<file path="config.mk">
export PLATFORM = sky130hd
export DESIGN_NAME = sobel_stream_ctrl
export DESIGN_NICKNAME = d
export VERILOG_FILES = /design/src/rtl/sobel_stream_ctrl.sv
export SDC_FILE = /design/constraint.sdc
export NUM_CORES = 1
export LEC_CHECK = 0
export ABC_AREA = 1
export CAP_MARGIN = 5
export CORE_AREA = 4 4 86 88
export DETAILED_ROUTE_END_ITERATION = 8
export DIE_AREA = 0 0 90 92
export PLACE_DENSITY = 0.79
export SLEW_MARGIN = 20
export SYNTH_ARGS = -nofsm -noshare
export SYNTH_HDL_FRONTEND = slang
export SYNTH_SLANG_ARGS = --single-unit
</file>
<file path="constraint.sdc">
create_clock -name i_clk -period 2.9 [get_ports i_clk]
set_input_delay 0.435 -clock i_clk [delete_from_list [all_inputs] [get_ports i_clk]]
set_output_delay 0.435 -clock i_clk [all_outputs]
set_load 0.05 [all_outputs]
</file>
<file path="src/rtl/sobel_stream_ctrl.sv">
// sobel_stream_ctrl: frame sequencer around sobel_detector; tracks geometry, tags and
// border-masks detector output, flags geometry errors, drains and counts frames.
module sobel_stream_ctrl #(
  parameter int DATA_WIDTH    = 8,
  parameter int LINE_WIDTH    = 640,
  parameter int FRAME_HEIGHT  = 480,
  parameter int SOBEL_LATENCY = 4
) (
  input  logic                  i_clk,
  input  logic                  i_rst_n,
  input  logic                  i_enable,
  input  logic                  i_s_valid,
  output logic                  o_s_ready,
  input  logic [DATA_WIDTH-1:0] i_s_data,
  input  logic                  i_s_sof,
  input  logic                  i_s_eol,
  output logic                  o_sob_valid,
  output logic [DATA_WIDTH-1:0] o_sob_data,
  output logic                  o_sob_eol,
  input  logic                  i_sob_valid,
  input  logic [DATA_WIDTH-1:0] i_sob_data,
  output logic                  o_m_valid,
  output logic [DATA_WIDTH-1:0] o_m_data,
  output logic                  o_m_sof,
  output logic                  o_m_eol,
  output logic                  o_frame_done,
  output logic [15:0]           o_frame_cnt,
  output logic [2:0]            o_err
);
  localparam int CW  = $clog2(LINE_WIDTH);
  localparam int RW  = $clog2(FRAME_HEIGHT);
  localparam int DCW = $clog2(SOBEL_LATENCY + 1);
  typedef enum logic [1:0] {IDLE, RUN, DRAIN} state_t;
  state_t state, state_nx;
  logic [CW-1:0] col, col_nx, eff_col;
  logic [RW-1:0] row, row_nx, eff_row;
  logic [DCW-1:0] drain_cnt, drain_nx;
  logic [SOBEL_LATENCY-1:0][2:0] tag;
  logic [2:0] tag_in, tag_out;
  logic accept, run, start, sof_mid, restart, last_col, eol_pos, last_px;
  logic early_eol, missing_eol, done_nx;
  always_comb begin
    accept      = i_s_valid & o_s_ready;
    run         = state == RUN;
    start       = (state == IDLE) & i_s_sof & i_enable;
    sof_mid     = run & i_s_sof & ((row != '0) | (col != '0));
    restart     = start | sof_mid;
    // a SOF (fresh or mid-frame) always lands at (0,0)
    eff_row     = restart ? '0 : row;
    eff_col     = restart ? '0 : col;
    last_col    = eff_col == CW'(LINE_WIDTH - 1);
    eol_pos     = last_col | i_s_eol;
    last_px     = eol_pos & (eff_row == RW'(FRAME_HEIGHT - 1));
    o_sob_valid = accept & (run | start);
    o_sob_data  = i_s_data;
    o_sob_eol   = o_sob_valid & eol_pos;
    early_eol   = accept & run & i_s_eol & ~last_col;
    missing_eol = accept & run & last_col & ~i_s_eol;
    tag_in      = o_sob_valid ? {(eff_row < RW'(2)) | (eff_col < CW'(2)),
                                 (eff_row == '0) & (eff_col == '0), eol_pos} : 3'b000;
    tag_out     = tag[SOBEL_LATENCY-1];
  end
  always_comb begin
    state_nx = state;
    row_nx   = row;
    col_nx   = col;
    drain_nx = drain_cnt;
    done_nx  = 1'b0;
    if (o_sob_valid) begin
      row_nx = eol_pos ? eff_row + 1'b1 : eff_row;
      col_nx = eol_pos ? '0 : eff_col + 1'b1;
      state_nx = RUN;
      if (last_px) begin
        state_nx = DRAIN;
        row_nx   = '0;
        col_nx   = '0;
        drain_nx = DCW'(SOBEL_LATENCY - 1);
      end
    end
    if (state == DRAIN) begin
      drain_nx = drain_cnt - 1'b1;
      if (drain_cnt == '0) begin
        state_nx = IDLE;
        done_nx  = 1'b1;
      end
    end
  end
  always_ff @(posedge i_clk or negedge i_rst_n) begin
    if (!i_rst_n) begin
      state        <= IDLE;
      row          <= '0;
      col          <= '0;
      drain_cnt    <= '0;
      tag          <= '0;
      o_s_ready    <= 1'b0;
      o_m_valid    <= 1'b0;
      o_m_data     <= '0;
      o_m_sof      <= 1'b0;
      o_m_eol      <= 1'b0;
      o_frame_done <= 1'b0;
      o_frame_cnt  <= '0;
      o_err        <= '0;
    end else begin
      state        <= state_nx;
      row          <= row_nx;
      col          <= col_nx;
      drain_cnt    <= drain_nx;
      tag[0]       <= tag_in;
      for (int i = 1; i < SOBEL_LATENCY; i++) tag[i] <= tag[i-1];
      o_s_ready    <= state_nx != DRAIN;
      o_m_valid    <= i_sob_valid;
      o_m_data     <= (i_sob_valid & ~tag_out[2]) ? i_sob_data : '0;
      o_m_sof      <= i_sob_valid & tag_out[1];
      o_m_eol      <= i_sob_valid & tag_out[0];
      o_frame_done <= done_nx;
      o_frame_cnt  <= o_frame_cnt + 16'(done_nx);
      o_err        <= o_err | {accept & sof_mid, missing_eol, early_eol};
    end
  end
endmodule

</file>
==> qor.yml <==
core_area_sq_um: 6640
fmax_mhz: 348
period_share_pct: 98.9
p_per_area_nw_per_um2: 636
cts_hold_buf: 0
hold_viol: 0
drc: 0
syn_nets: 425
n_antenna_cell: 0
layout-drive-gt1-share_pct: 17.5
ant_nets: 0
path_delay_family: "simple AND/OR/NAND/NOR gates"
maxCapViolations: 0
synthCells: 394
multi_input_area_sq_um: 1460
cp_slowest_cell: "dfrtp_1"
ys_seq_elements: 68
clock_path_buffers: 2
r2r_start: "row[1]"
final_cell_count_no_fill: 553
ys_seq_area_share_pct: 50.0
required_ns: 2.47
cp_num_buf_inv: 2
via_per_inst: 5.11
place_ws_ns: 0.0859
synth_flop_cell: "dfrtp_1"
place.gp.congestion: 0.937
dr.pass1.iters: 5
htreeDepth: 3
grt_use_total_pct: 19.7
dp_cells: 520
clock_latency_ns: 0.34
fin_worst_skew_ns: 0.00726
grt_setup_unrepaired: "true"
grt_pass1_wl_microns: 13000
clk_pin_slew_ns: 0.07
die_area_sq_um: 8280
fill_cells: 520
synth_warnings: 0
cts_sinks: 68
grt_max_degree: 36
critPathKind: "reg2out"
slowest_delay_ns: 0.41
rows: 30
critPathMaxFanout: 5
mappedNetlistArea_sq_um: 3400
numPortBuffers: 48
final_cell_mix: "92 x nand2_1, 68 x dfrtp_1, 57 x inv_1"
p_leak_uw: 0.00216
drt_wl_total_microns: 7720
status: "completed"
antenna_found_initial: 0
vias: 2825
grt_pass1_vias: 2812
synth_edf_count: 0
nNetsFinal: 500
ir_drop_v: 0.000483
drv_slew: 0
cts_buffers: 9
synth-async-reset-ratio_pct: 100
fin_crit_ns: 2.87
hp-class: "in2async"
initial_core_util_pct: 51.2
end_kind: "output port"
arrival_ns: 2.43
cts_tree: "built"
startpoint: "row[1]"
fp.dieW_microns: 90
wl_per_cell_microns: 14.0
worstPathCellList: "or2_1, nor2_2, nand3_2, nand2_4, nand2_4, nor2_4, ha_4, nand4_4, nor2_4, nand3_4, nand2_4, inv_2, nor2_4, buf_12"
overflow: 0
avgSynthCellArea_sq_um: 8.63
slew_headroom_pct: 48.1
dp_hpwl_microns: 5440
startpoint_type: "flop"
cts_root_buffer: "clkbuf_8"
detail_route.iter0.violations: 150
mostFrequentLayoutCell: "nand2_1"
layout_setup_ws_ns: 0.0305
ios: 65
worstMarginPinSlew_ns: 0.778
die_y_microns: 92
setup_viol: 0
ys_types: 35
syn2layout_area_growth_pct: 28.3
layout.area.seq_sq_um: 1700
final timing paths:
check	endpoint	slack, ns	cells after the start
min in group i_clk	tag[4]	0.35	0
max in group asynchronous	row[2]	2.09	2
worst max-delay path	o_sob_eol	0.03	14
worst min-delay path	o_m_data[1]	0.16	1
worst max register to register	o_s_ready	0.24	16
worst min register to register	tag[4]	0.35	0
registers in the layout, summed over array words and instances (netlist names):
register / count
o_frame_cnt: 16
col: 10
row: 9
tag: 9
o_m_data: 8
drain_cnt: 3
o_err: 3
tag_out: 3
state: 2
o_frame_done: 1
o_m_eol: 1
o_m_sof: 1
o_m_valid: 1
o_s_ready: 1
final cells by class:
class,count,area share (%)
clock buffers,11,3.01
clock inverters,4,0.631
inverters,59,5.07
multi-input cells,254,33.4
flip-flops and latches,68,39.0
well taps,80,2.29
repair buffers,77,16.6
metrics by stage:
stage | utilization (%) | instance area (sq um) | hold WS [ns] | setup TNS, ns | power [uW]
3_3_place_gp | 60.4 | 4010 | 0.331 | 0 | 2010
5_1_grt | 65.7 | 4360 | 0.221 | -0.108 | 2950
6_report | 65.7 | 4360 | 0.164 | 0 | 2770
2_1_floorplan | - | 3410 | 0.139 | 0 | 1790
4_1_cts | 64.6 | 4290 | 0.177 | 0 | 2770
3_5_place_dp | 60.4 | 4010 | 0.335 | 0 | 2040
routing by layer:
| layer | wire (microns) | global-route usage (%) | vias up |
|---|---|---|---|
| li1 | - | - | 1370 |
| met1 | 3200 | 23.5 | 1350 |
| met2 | 3880 | 33.3 | 95 |
| met3 | 538 | 5.91 | 10 |
| met4 | 106 | 7.91 | 0 |
| met5 | 0 | 0 | - |
cells in the mapped netlist, types with 2 or more instances:
cell      count  area share [%]
a31oi_1       2            0.37
buf_2         2            0.29
buf_4         8             1.8
clkbuf_1      2            0.22
dfrtp_1      68              50
ha_1          8             2.9
inv_1        57             6.3
inv_2         2            0.22
nand2_1      92              10
nand2_2       3            0.55
nand2_4       3            0.99
nand3_1      23             3.4
nand3_2       3            0.88
nand3_4       2             1.0
nand4_1       9             1.7
nor2_1       46             5.1
nor2_2        6             1.1
nor2_4        3            0.99
nor3_1        2            0.29
o21ai_0       9             1.3
o21ai_1       2            0.29
o21ai_2       3            0.77
o21bai_1      2            0.44
o22ai_1       6             1.1
or2_1         2            0.37
xnor2_1       5             1.3
xor2_1       16             4.1
worst reg2reg max path: stages, from the launching register on:
cell,delay (ns)
dfrtp_1,0.41
or2_1,0.23
nor2_2,0.11
nand3_2,0.12
nand2_4,0.10
nand2_4,0.08
nor2_1,0.24
ha_1,0.25
nand2_1,0.07
inv_1,0.05
nand4_1,0.18
inv_1,0.10
nand3_1,0.10
nor2_1,0.14
nand3_2,0.15
o21ai_1,0.14
nand2_1,0.08
power breakdown:
part	switching, uW	leakage, uW	internal [uW]
combinational	582	0.00118	369
sequential	80.5	0.000890	1090
clock	346	0.0000831	306
cell families after synthesis:
| group | share of synthesized area [%] |
|---|---|
| XOR/XNOR | 5.41 |
| AND/OR/NAND/NOR | 27.5 |
| buffers and inverters | 9.12 |
| flip-flops | 50.0 |
| AO/OA/AOI/OAI | 5.04 |
| adder cells (fa/ha/maj) | 2.94 |
repair_timing:
action,CTS,global route
cloned,0,0
pin swaps,9,7
setup endpoints to repair,1,4
gates resized for setup,9,4
buffers inserted,10,8
Note: power is estimated with default switching activity, not from simulation.
